--- src/rtl/spi_reg_if.sv ---
// Bus between the SPI byte deserializer / register bank and the command controller.
// The controller uses the slave modport; the environment side uses master.
interface spi_reg_if;
  logic       CS;
  logic       rx_valid;
  logic [7:0] rx_byte;
  logic [7:0] tx_byte;
  logic       tx_load;
  logic [6:0] reg_addr;
  logic [7:0] reg_wdata;
  logic       reg_we;
  logic       reg_re;
  logic [7:0] reg_rdata;
  logic [7:0] byte_cnt;
  logic       err;

  modport slave (
    input  CS, rx_valid, rx_byte, reg_rdata,
    output tx_byte, tx_load, reg_addr, reg_wdata, reg_we, reg_re, byte_cnt, err
  );

  modport master (
    output CS, rx_valid, rx_byte, reg_rdata,
    input  tx_byte, tx_load, reg_addr, reg_wdata, reg_we, reg_re, byte_cnt, err
  );
endinterface

--- src/rtl/spi_reg_ctrl.sv ---
// SPI command/register controller: decodes the first byte of each CS frame as a
// command and sequences burst writes or prefetched reads against the register bank.
module spi_reg_ctrl #(
  parameter int         NUM_REGS = 16,
  parameter bit         AUTO_INC = 1'b1,
  parameter logic [7:0] ERR_BYTE = 8'hFF
) (
  input  logic      clk,
  input  logic      rst,
  spi_reg_if.slave  bus
);

  localparam logic [7:0] NREG8     = 8'(NUM_REGS);
  localparam logic [6:0] LAST_ADDR = 7'(NUM_REGS - 1);

  typedef enum logic [2:0] {
    IDLE    = 3'd0,
    WRITE   = 3'd1,
    FETCH   = 3'd2,
    READ    = 3'd3,
    DISCARD = 3'd4
  } state_t;

  state_t     state, state_nxt;

  logic [7:0] tx_byte_q, tx_byte_d;
  logic       tx_load_q, tx_load_d;
  logic [6:0] addr_q, addr_d;
  logic [7:0] wdata_q, wdata_d;
  logic       we_q, we_d;
  logic       re_q, re_d;
  logic [7:0] cnt_q, cnt_d;
  logic       err_q, err_d;

  logic       cmd_bad;

  function automatic logic [6:0] addr_adv(input logic [6:0] a);
    if (!AUTO_INC)
      return a;
    if (a == LAST_ADDR)
      return 7'd0;
    return a + 7'd1;
  endfunction

  function automatic logic [7:0] sat_inc(input logic [7:0] c);
    return (c == 8'hFF) ? c : c + 8'd1;
  endfunction

  assign cmd_bad = ({1'b0, bus.rx_byte[6:0]} >= NREG8);

  always_ff @(posedge clk) begin
    if (rst)
      state <= IDLE;
    else
      state <= state_nxt;
  end

  // FETCH spends its first cycle with reg_re high; the bank answers on the next.
  always_comb begin
    state_nxt = state;
    if (bus.CS) begin
      state_nxt = IDLE;
    end else begin
      case (state)
        IDLE: begin
          if (bus.rx_valid) begin
            if (cmd_bad)
              state_nxt = DISCARD;
            else if (bus.rx_byte[7])
              state_nxt = FETCH;
            else
              state_nxt = WRITE;
          end
        end
        WRITE:   state_nxt = WRITE;
        FETCH:   if (!re_q) state_nxt = READ;
        READ:    if (bus.rx_valid) state_nxt = FETCH;
        DISCARD: state_nxt = DISCARD;
        default: state_nxt = IDLE;
      endcase
    end
  end

  always_comb begin
    tx_byte_d = tx_byte_q;
    tx_load_d = 1'b0;
    addr_d    = addr_q;
    wdata_d   = wdata_q;
    we_d      = 1'b0;
    re_d      = 1'b0;
    err_d     = 1'b0;
    cnt_d     = cnt_q;
    if (bus.CS) begin
      cnt_d = 8'd0;
    end else begin
      if (bus.rx_valid)
        cnt_d = sat_inc(cnt_q);
      case (state)
        IDLE: begin
          if (bus.rx_valid) begin
            addr_d = bus.rx_byte[6:0];
            if (cmd_bad) begin
              err_d     = 1'b1;
              tx_byte_d = ERR_BYTE;
              tx_load_d = 1'b1;
            end else if (bus.rx_byte[7]) begin
              re_d = 1'b1;
            end
          end
        end
        WRITE: begin
          // Advance one cycle after the strobe so the write used the old address.
          if (we_q)
            addr_d = addr_adv(addr_q);
          if (bus.rx_valid) begin
            we_d    = 1'b1;
            wdata_d = bus.rx_byte;
          end
        end
        FETCH: begin
          if (bus.rx_valid)
            err_d = 1'b1;
          if (!re_q) begin
            tx_byte_d = bus.reg_rdata;
            tx_load_d = 1'b1;
          end
        end
        READ: begin
          if (bus.rx_valid) begin
            addr_d = addr_adv(addr_q);
            re_d   = 1'b1;
          end
        end
        DISCARD: begin
          if (bus.rx_valid) begin
            tx_byte_d = ERR_BYTE;
            tx_load_d = 1'b1;
          end
        end
        default: ;
      endcase
    end
  end

  always_ff @(posedge clk) begin
    if (rst) begin
      tx_byte_q <= 8'h00;
      tx_load_q <= 1'b0;
      addr_q    <= 7'd0;
      wdata_q   <= 8'h00;
      we_q      <= 1'b0;
      re_q      <= 1'b0;
      cnt_q     <= 8'd0;
      err_q     <= 1'b0;
    end else begin
      tx_byte_q <= tx_byte_d;
      tx_load_q <= tx_load_d;
      addr_q    <= addr_d;
      wdata_q   <= wdata_d;
      we_q      <= we_d;
      re_q      <= re_d;
      cnt_q     <= cnt_d;
      err_q     <= err_d;
    end
  end

  assign bus.tx_byte   = tx_byte_q;
  assign bus.tx_load   = tx_load_q;
  assign bus.reg_addr  = addr_q;
  assign bus.reg_wdata = wdata_q;
  assign bus.reg_we    = we_q;
  assign bus.reg_re    = re_q;
  assign bus.byte_cnt  = cnt_q;
  assign bus.err       = err_q;

endmodule

--- src/flat_wrapper.sv ---
// flat-port wrapper written by rule: the top's interface ports become plain ports
module spi_reg_ctrl_flat 
#(
  parameter int         NUM_REGS = 16,
  parameter bit         AUTO_INC = 1'b1,
  parameter logic [7:0] ERR_BYTE = 8'hFF
)
  (clk, rst, bus_CS, bus_rx_valid, bus_rx_byte, bus_reg_rdata, bus_tx_byte, bus_tx_load, bus_reg_addr, bus_reg_wdata, bus_reg_we, bus_reg_re, bus_byte_cnt, bus_err);
  spi_reg_if bus_i ();
  input  logic clk;
  input  logic rst;
  input wire logic [$bits(bus_i.CS)-1:0] bus_CS;
  input wire logic [$bits(bus_i.rx_valid)-1:0] bus_rx_valid;
  input wire logic [$bits(bus_i.rx_byte)-1:0] bus_rx_byte;
  input wire logic [$bits(bus_i.reg_rdata)-1:0] bus_reg_rdata;
  output wire logic [$bits(bus_i.tx_byte)-1:0] bus_tx_byte;
  output wire logic [$bits(bus_i.tx_load)-1:0] bus_tx_load;
  output wire logic [$bits(bus_i.reg_addr)-1:0] bus_reg_addr;
  output wire logic [$bits(bus_i.reg_wdata)-1:0] bus_reg_wdata;
  output wire logic [$bits(bus_i.reg_we)-1:0] bus_reg_we;
  output wire logic [$bits(bus_i.reg_re)-1:0] bus_reg_re;
  output wire logic [$bits(bus_i.byte_cnt)-1:0] bus_byte_cnt;
  output wire logic [$bits(bus_i.err)-1:0] bus_err;
  assign bus_i.CS = bus_CS;
  assign bus_i.rx_valid = bus_rx_valid;
  assign bus_i.rx_byte = bus_rx_byte;
  assign bus_i.reg_rdata = bus_reg_rdata;
  assign bus_tx_byte = bus_i.tx_byte;
  assign bus_tx_load = bus_i.tx_load;
  assign bus_reg_addr = bus_i.reg_addr;
  assign bus_reg_wdata = bus_i.reg_wdata;
  assign bus_reg_we = bus_i.reg_we;
  assign bus_reg_re = bus_i.reg_re;
  assign bus_byte_cnt = bus_i.byte_cnt;
  assign bus_err = bus_i.err;
  spi_reg_ctrl #(.NUM_REGS(NUM_REGS), .AUTO_INC(AUTO_INC), .ERR_BYTE(ERR_BYTE)) u_core (.clk(clk), .rst(rst), .bus(bus_i));
endmodule
--- config.mk ---
export PLATFORM = sky130hd
export DESIGN_NAME = spi_reg_ctrl_flat
export DESIGN_NICKNAME = d
export VERILOG_FILES = /design/src/rtl/spi_reg_if.sv /design/src/rtl/spi_reg_ctrl.sv /design/src/flat_wrapper.sv
export SDC_FILE = /design/constraint.sdc
export NUM_CORES = 1
export LEC_CHECK = 0
export BUFFER_PORTS_ARGS = -buffer_cell sky130_fd_sc_hd__buf_2
export CAP_MARGIN = 20
export CORE_MARGIN = 10
export CORE_UTILIZATION = 50
export CTS_CLUSTER_DIAMETER = 200
export DETAILED_ROUTE_END_ITERATION = 12
export PLACE_DENSITY = 0.78
export SKIP_LAST_GASP = 1
export SLEW_MARGIN = 20
export SYNTH_ARGS = -nofsm -noshare
export SYNTH_HDL_FRONTEND = slang
export SYNTH_SLANG_ARGS = --single-unit
--- constraint.sdc ---
create_clock -name clk -period 1.95 [get_ports clk]
set_clock_uncertainty 0.2 [all_clocks]
set_input_delay 0.0975 -clock clk [delete_from_list [all_inputs] [get_ports clk]]
set_output_delay 0.0975 -clock clk [all_outputs]
set_load 0.005 [all_outputs]
==> metrics.txt, run 1 <==
# TYPE chip_impl_metric gauge
chip_impl_info{name="run_status",value="finished, final reports clean"} 1
chip_impl_metric{name="setup-violations-final",unit=""} 0
chip_impl_metric{name="synthCells",unit=""} 189
chip_impl_metric{name="via_per_inst",unit=""} 5.62
chip_impl_metric{name="worst_pin_slew",unit="ns"} 0.538
chip_impl_metric{name="start_util",unit="%"} 52.2
chip_impl_metric{name="finalNetCount",unit=""} 286
chip_impl_info{name="path_cells",value="dlygate4sd3_1 > buf_2 > or3_1 > nor2_1 > o41ai_2 > buf_4 > o221a_2"} 1
chip_impl_info{name="cp_top_family",value="buffers and inverters"} 1
chip_impl_info{name="ctsRootBufferMaster",value="clkbuf_4"} 1
chip_impl_metric{name="postCtsSetupRepairBufs",unit=""} 0
chip_impl_metric{name="route.detailed.wl_per_inst",unit="um"} 15.9
chip_impl_metric{name="slew_limit_fails",unit=""} 0
chip_impl_metric{name="fin_setup_tns",unit="ns"} 0
chip_impl_metric{name="synth_seq_cells",unit=""} 38
chip_impl_info{name="worst_hold_path_type",value="input port to register"} 1
chip_impl_metric{name="clock.fmax",unit="MHz"} 536
chip_impl_metric{name="synth_top_cell_area_share",unit="%"} 43.3
chip_impl_metric{name="core_area",unit="um^2"} 3360
chip_impl_metric{name="seq_area_frac_synth",unit="%"} 43.3
chip_impl_metric{name="worst_slew_margin_rel",unit="%"} 63.8
chip_impl_metric{name="drt_first_pass_iters",unit=""} 4
chip_impl_metric{name="synth-warning-count",unit=""} 0
chip_impl_info{name="path_class",value="input port to register"} 1
chip_impl_metric{name="postSynthAreaPerCell",unit="um^2"} 9.29
chip_impl_metric{name="drcViolationCount",unit=""} 0
chip_impl_info{name="ys_dominant_reg_cell",value="dfxtp_1"} 1
chip_impl_metric{name="ant_nets",unit=""} 0
chip_impl_metric{name="fin_crit",unit="ns"} 1.87
chip_impl_metric{name="grt_first_pass_wirelength",unit="um"} 8110
chip_impl_metric{name="die_width",unit="um"} 79.3
chip_impl_metric{name="layout-drive-gt1-share",unit="%"} 32.5
chip_impl_metric{name="grt_overflow",unit=""} 0
chip_impl_metric{name="dpl_wire_length",unit="um"} 3410
chip_impl_metric{name="via_count",unit=""} 1748
chip_impl_info{name="startpoint_type",value="input port"} 1
chip_impl_metric{name="synth_cell_type_count",unit=""} 48
chip_impl_metric{name="p_per_area",unit="nW/um^2"} 722
chip_impl_metric{name="die_area",unit="um^2"} 6280
chip_impl_metric{name="critPathBufInv",unit=""} 3
chip_impl_info{name="cpMaxStageDelayCell",value="dlygate4sd3_1"} 1
chip_impl_info{name="setup.worst_path.end_class",value="register"} 1
chip_impl_metric{name="finalHoldViolations",unit=""} 0
chip_impl_metric{name="numCtsBuffers",unit=""} 5
chip_impl_metric{name="num-fill-cells",unit=""} 288
chip_impl_metric{name="globalplace.congestion",unit=""} 0.854
chip_impl_metric{name="synth_area",unit="um^2"} 1760
chip_impl_metric{name="synth_edf_count",unit=""} 0
chip_impl_metric{name="postRouteWirelength",unit="um"} 4950
chip_impl_metric{name="critPathArrivalTime",unit="ns"} 1.89
chip_impl_metric{name="dieHeight",unit="um"} 79.3
chip_impl_metric{name="clock-sinks",unit=""} 38
chip_impl_metric{name="port_buffers",unit=""} 54
chip_impl_metric{name="min_period_over_period",unit="%"} 95.7
chip_impl_info{name="synth_top_area_cell",value="dfxtp_1"} 1
chip_impl_metric{name="cts_max_level",unit=""} 2
chip_impl_metric{name="max_stage_delay",unit="ns"} 0.53
chip_impl_metric{name="syn_nets",unit=""} 211
chip_impl_info{name="grt_setup_unrepaired",value="no"} 1
chip_impl_metric{name="worst_ep_required_time",unit="ns"} 1.98
chip_impl_info{name="tritoncts",value="done"} 1
chip_impl_metric{name="critical_path.max_fanout",unit=""} 8
chip_impl_info{name="ys_top_cells_by_area",value="dfxtp_1 43%, mux2i_1 5.7%, nor2_1 5.1%"} 1
chip_impl_metric{name="std_cell_rows",unit=""} 21
chip_impl_metric{name="async_flop_share",unit="%"} 0
chip_impl_metric{name="max-vdd-ir-drop",unit="mV"} 0.464
chip_impl_metric{name="cts-root-to-sink-buffers",unit=""} 2
chip_impl_metric{name="clkTransAtPathRegs",unit="ns"} 0.12
chip_impl_metric{name="groute.usage.overall",unit="%"} 15.7
chip_impl_metric{name="total_power",unit="W"} 0.00172
chip_impl_metric{name="p_leak",unit="nW"} 1.02
chip_impl_metric{name="detailedRoute.firstIterationViolations",unit=""} 113
chip_impl_metric{name="area_growth_syn_to_fin",unit="%"} 35.3
chip_impl_metric{name="layout.core_utilization",unit="%"} 70.6
chip_impl_metric{name="diodes",unit=""} 0
chip_impl_metric{name="maxCapViolCount",unit=""} 0
chip_impl_metric{name="antenna_found_initial",unit=""} 0
chip_impl_metric{name="first_global_vias",unit=""} 1621
chip_impl_metric{name="num_io_pins",unit=""} 55
chip_impl_metric{name="clkLatencyLatePin",unit="ns"} 0.35
chip_impl_metric{name="maximum_number_of_pins_on_one_net_before_global_route_repair",unit=""} 21
sequential cells by signal, summed over array words and instances (netlist names):
name / cells
u_core.bus.err: 1
u_core.bus.reg_addr: 7
u_core.bus.reg_wdata: 8
u_core.bus.byte_cnt: 8
u_core.bus.reg_we: 1
u_core.bus.tx_load: 1
u_core.state: 3
u_core.bus.reg_re: 1
u_core.bus.tx_byte: 8
layout by cell type, fill, tap and decap left out, types with 2 or more instances in the layout:
| cell type | n |
|---|---|
| buf_2 | 54 |
| dfxtp_1 | 37 |
| nor2_1 | 24 |
| dlygate4sd3_1 | 18 |
| nand2_1 | 12 |
| mux2i_1 | 10 |
| a21oi_1 | 9 |
| o221a_2 | 8 |
| nor3_1 | 8 |
| buf_4 | 7 |
| inv_1 | 5 |
| and3_1 | 5 |
| nor4_1 | 5 |
| clkbuf_4 | 5 |
| a211oi_1 | 4 |
| nand3_1 | 3 |
| o31ai_1 | 3 |
| xnor2_1 | 3 |
| nor3b_1 | 2 |
| a22oi_1 | 2 |
| o32ai_1 | 2 |
| or2_2 | 2 |
| a31oi_1 | 2 |
| a311oi_1 | 2 |
| nand4_1 | 2 |
| nor2b_1 | 2 |
| o21ai_0 | 2 |
| ha_1 | 2 |
| bufinv_16 | 2 |
logic make-up after synthesis:
logic type	Yosys count	share of synthesized area (%)
AO/OA/AOI/OAI	45	20.9
XOR/XNOR	4	1.99
adder cells (fa/ha/maj)	2	1.42
buffers and inverters	16	4.13
flip-flops	38	43.3
multiplexers	12	7.12
AND/OR/NAND/NOR	72	21.1
power by group:
part           switching, W  internal [W]  total (W)
Sequential        0.0000234      0.000802   0.000826
Combinational     0.0000940      0.000100   0.000194
Clock              0.000261      0.000434   0.000695
Total              0.000378       0.00134    0.00172
stage by stage:
stage | worst slack, ns | instances | hold slack [ns] | cell area, um^2
6_report | 0.0847 | 311 | 0.0644 | 2380
4_1_cts | 0.106 | 311 | 0.0521 | 2370
3_5_place_dp | 0.125 | 285 | 0.178 | 2080
3_3_place_gp | 0.222 | 285 | 0.155 | 2080
5_1_grt | 0.00149 | 311 | 0.0856 | 2380
2_1_floorplan | 0.244 | 189 | 0.0447 | 1760
per-layer routing:
metal	share of wire, %	global-route usage [%]	wire [um]	up-vias
li1	-	-	-	860
met1	44	18.9	2190	807
met2	45	25.0	2240	73
met3	9.2	6.87	454	8
met4	1.3	4.12	66	0
met5	0	0	0	-
what timing repair did:
item,in CTS,in global routing
hold buffers,18,0
endpoints found under the setup margin,0,1
resized for setup,0,1
endpoints found under the hold margin,28,0
layout make-up:
type / instances / area (um^2) / area share [%]
multi-input cells: 135 / 923 / 38.9
flip-flops and latches: 38 / 762 / 32.1
repair buffers: 79 / 503 / 21.2
clock inverters: 2 / 60.1 / 2.53
well taps: 46 / 57.6 / 2.42
clock buffers: 6 / 51.3 / 2.16
inverters: 5 / 18.8 / 0.790
Yosys cell counts, types with 2 or more instances:
cell type	n
dfxtp_1	38
nor2_1	24
nand2_1	12
mux2i_1	10
a21oi_1	9
nor3_1	8
o221a_2	8
clkbuf_1	6
and3_1	5
inv_1	5
nor4_1	5
a211oi_1	4
buf_2	4
nand3_1	3
o31ai_1	3
xnor2_1	3
a22oi_1	2
a311oi_1	2
a31oi_1	2
ha_1	2
nand4_1	2
nor2b_1	2
nor3b_1	2
o21ai_0	2
o32ai_1	2
or2_2	2
worst reg2reg max path: stages (launching register included):
cell     delay [ns]
dfxtp_1        0.41
ha_1           0.22
nand3_1        0.11
or4_1          0.42
a211o_1        0.30
a21oi_1        0.13
final timing paths:
path | startpoint | to | slack (ns) | cells after the start
worst min register to register | u_core.bus.reg_wdata[2]$_SDFFE_PP0P_ | u_core.bus.reg_wdata[2]$_SDFFE_PP0P_ | 0.30 | 2
worst min-delay path | bus_CS | u_core.bus.reg_addr[6]$_SDFFE_PP0P_ | 0.06 | 4
worst max register to register | u_core.bus.reg_addr[1]$_SDFFE_PP0P_ | u_core.bus.reg_addr[4]$_SDFFE_PP0P_ | 0.10 | 5
worst max-delay path | bus_rx_byte[4] | u_core.bus.tx_byte[5]$_SDFFE_PP0P_ | 0.08 | 7
Note: power is estimated with default switching activity, not from simulation.
==> inputs of run 2 (changes only) <==
- ABC_CLOCK_PERIOD_IN_PS: default -> 1950
- PLACE_DENSITY: 0.78 -> default
- PLACE_DENSITY_LB_ADDON: default -> 0.25
==> metrics.txt, run 2 (synthesized netlist as in run 1, its figures left out) <==
# TYPE chip_impl_metric gauge
chip_impl_info{name="run_status",value="finished, final reports clean"} 1
chip_impl_metric{name="maxCapViolCount",unit=""} 0
chip_impl_metric{name="post_cts_resized",unit=""} 0
chip_impl_metric{name="clkTransAtPathRegs",unit="ns"} 0.11
chip_impl_metric{name="min_period_over_period",unit="%"} 94.9
chip_impl_metric{name="p_per_area",unit="nW/um^2"} 665
chip_impl_metric{name="detailed_place.area",unit="um^2"} 2110
chip_impl_metric{name="sw_frac_of_total",unit="%"} 23.6
chip_impl_metric{name="fin_setup_tns",unit="ns"} 0
chip_impl_metric{name="cts_max_level",unit=""} 2
chip_impl_metric{name="power.internal",unit="W"} 0.00120
chip_impl_metric{name="ant_nets",unit=""} 0
chip_impl_info{name="path_class",value="input port to register"} 1
chip_impl_metric{name="area_growth_syn_to_fin",unit="%"} 34.8
chip_impl_metric{name="via_per_inst",unit=""} 5.50
chip_impl_info{name="setup.worst_path.end",value="u_core.bus.tx_byte[4]$_SDFFE_PP0P_"} 1
chip_impl_metric{name="layout.cell_area.non_filler",unit="um^2"} 2370
chip_impl_metric{name="numCtsBuffers",unit=""} 5
chip_impl_metric{name="dieHeight",unit="um"} 79.3
chip_impl_info{name="cpMaxStageDelayCell",value="dlygate4sd3_1"} 1
chip_impl_metric{name="worst_pin_slew",unit="ns"} 0.548
chip_impl_metric{name="cts-root-to-sink-buffers",unit=""} 2
chip_impl_metric{name="route.detailed.wl_per_inst",unit="um"} 15.1
chip_impl_info{name="grt_setup_unrepaired",value="no"} 1
chip_impl_metric{name="globalplace.congestion",unit=""} 0.865
chip_impl_metric{name="clock-sinks",unit=""} 38
chip_impl_metric{name="total_power",unit="W"} 0.00157
chip_impl_metric{name="core_area",unit="um^2"} 3360
chip_impl_metric{name="clkLatencyLatePin",unit="ns"} 0.34
chip_impl_metric{name="pwr-share-clk",unit="%"} 35.4
chip_impl_info{name="startpoint_type",value="input port"} 1
chip_impl_metric{name="start_util",unit="%"} 52.2
chip_impl_metric{name="layout-drive-gt1-share",unit="%"} 32.6
chip_impl_info{name="path_cells",value="dlygate4sd3_1 > buf_2 > or3_1 > nor2_1 > o41ai_2 > buf_4 > o221a_2"} 1
chip_impl_metric{name="die_width",unit="um"} 79.3
chip_impl_metric{name="worst_ep_required_time",unit="ns"} 2.00
chip_impl_metric{name="worst_slew_margin_rel",unit="%"} 63.1
chip_impl_metric{name="fin_crit",unit="ns"} 1.85
chip_impl_metric{name="diodes",unit=""} 0
chip_impl_info{name="ctsRootBufferMaster",value="clkbuf_4"} 1
chip_impl_metric{name="finalNetCount",unit=""} 289
chip_impl_metric{name="die_area",unit="um^2"} 6280
chip_impl_metric{name="net_switching_power",unit="W"} 0.000371
chip_impl_metric{name="final-seq-area",unit="um^2"} 761
chip_impl_metric{name="port_buffers",unit=""} 54
chip_impl_metric{name="finalHoldViolations",unit=""} 0
chip_impl_metric{name="num-fill-cells",unit=""} 288
chip_impl_metric{name="drcViolationCount",unit=""} 0
chip_impl_metric{name="r2r_setup_slack",unit="ns"} 0.15
chip_impl_metric{name="maximum_number_of_pins_on_one_net_before_global_route_repair",unit=""} 21
chip_impl_metric{name="max-vdd-ir-drop",unit="mV"} 0.439
chip_impl_metric{name="critical_path.max_fanout",unit=""} 8
chip_impl_metric{name="worstRegToRegCells",unit=""} 5
chip_impl_metric{name="std_cell_rows",unit=""} 21
chip_impl_metric{name="setup-violations-final",unit=""} 0
chip_impl_info{name="r2r_start",value="u_core.bus.reg_addr[0]$_SDFFE_PP0P_"} 1
chip_impl_metric{name="area_taken_by_multi_input_logic_gates",unit="um^2"} 923
chip_impl_info{name="crit-reg2reg-capture",value="u_core.bus.reg_addr[4]$_SDFFE_PP0P_"} 1
chip_impl_metric{name="grt_overflow",unit=""} 0
chip_impl_info{name="tritoncts",value="done"} 1
chip_impl_metric{name="grt_first_pass_wirelength",unit="um"} 7850
chip_impl_metric{name="groute.usage.overall",unit="%"} 15.1
chip_impl_metric{name="drt_first_pass_iters",unit=""} 5
chip_impl_metric{name="slew_limit_fails",unit=""} 0
chip_impl_metric{name="via_count",unit=""} 1720
chip_impl_metric{name="postRouteWirelength",unit="um"} 4740
chip_impl_info{name="final_common_cell",value="buf_2"} 1
chip_impl_metric{name="critPathArrivalTime",unit="ns"} 1.90
chip_impl_metric{name="p_leak",unit="nW"} 1.02
chip_impl_metric{name="fin_worst_hold_slack",unit="ns"} 0.0565
chip_impl_metric{name="share_of_total_power_in_combinational_logic",unit="%"} 12.4
chip_impl_metric{name="p_seq_share",unit="%"} 52.2
chip_impl_info{name="startpoint",value="bus_rx_byte[4]"} 1
chip_impl_metric{name="max_stage_delay",unit="ns"} 0.54
chip_impl_info{name="setup.worst_path.end_class",value="register"} 1
chip_impl_metric{name="antenna_found_initial",unit=""} 0
chip_impl_metric{name="clock.fmax",unit="MHz"} 540
chip_impl_metric{name="num_io_pins",unit=""} 55
chip_impl_info{name="most-common-layout-cells",value="54 x buf_2, 38 x dfxtp_1, 24 x nor2_1"} 1
chip_impl_metric{name="detailedRoute.firstIterationViolations",unit=""} 126
chip_impl_metric{name="dpl_wire_length",unit="um"} 3320
chip_impl_info{name="worst_hold_path_type",value="input port to register"} 1
chip_impl_metric{name="first_global_vias",unit=""} 1659
-- run 2: cell count changes in the layout (fill, tap and decap cells not counted) --
cell and change:
buf_4 +3, dfxtp_2 -1, dfxtp_1 +1, bufinv_16 -1
-- run 2: area by class of cell --
| type | instances | share of cell area, % |
|---|---|---|
| Inverter | 5 | 0.793 |
| Clock inverter | 1 | 1.27 |
| Tap cell | 46 | 2.43 |
| Timing Repair Buffer | 82 | 22.2 |
| Sequential cell | 38 | 32.1 |
| Multi-Input combinational cell | 135 | 39.0 |
| Clock buffer | 6 | 2.17 |
-- run 2: metal layers --
metal  routed length [um]  vias up  GRT usage, %
met4                   57        0          5.56
met3                  367        5          6.31
met1                 2180      805          18.7
li1                     -      863             -
met5                    0        -             0
met2                 2130       47          22.8
-- run 2: through the flow --
| step | worst slack (ns) | std cells | util (%) |
|---|---|---|---|
| after floorplan | 0.244 | 189 | - |
| after global placement | 0.212 | 288 | 62.6 |
| after detailed placement | 0.172 | 288 | 62.6 |
| after CTS | 0.136 | 313 | 70.4 |
| after global routing | 0.0441 | 313 | 70.4 |
| final | 0.0985 | 313 | 70.4 |
-- run 2: timing repair --
action	in CTS	in global routing
hold buffers	18	0
endpoints found under the hold margin	27	0
buffers inserted	0	0
-- run 2: how the worst min path moves through the flow --
stage	from	to	slack (ns)	depth (start not counted)
finish	bus_CS	u_core.bus.reg_addr[6]$_SDFFE_PP0P_	0.06	4
global route	bus_CS	u_core.bus.reg_addr[4]$_SDFFE_PP0P_	0.05	4
detailed placement	bus_rx_byte[1]	u_core.bus.reg_wdata[1]$_SDFFE_PP0P_	0.17	3
global placement	bus_rx_byte[0]	u_core.bus.reg_wdata[0]$_SDFFE_PP0P_	0.16	3
floorplan	bus_rx_byte[0]	u_core.bus.reg_wdata[0]$_SDFFE_PP0P_	0.04	2
CTS	bus_CS	u_core.bus.reg_addr[6]$_SDFFE_PP0P_	0.05	4
-- run 2: critical path: cells and delay by family --
| family | cells | cell delay (ns) |
|---|---|---|
| AOI/OAI and AO/OA | 2 | 0.33 |
| buffers and inverters | 3 | 0.86 |
| and+or+nand+nor | 2 | 0.60 |
-- run 2: power by group through the flow --
| stage | clock network, W | registers [W] | logic, W |
|---|---|---|---|
| finish | 0.000557 | 0.000822 | 0.000195 |
| global route | 0.000601 | 0.000827 | 0.000215 |
| CTS | 0.000570 | 0.000822 | 0.000194 |
| detailed placement | 0 | 0.000839 | 0.000166 |
| global placement | 0 | 0.000839 | 0.000166 |
| floorplan | 0 | 0.000840 | 0.0000884 |
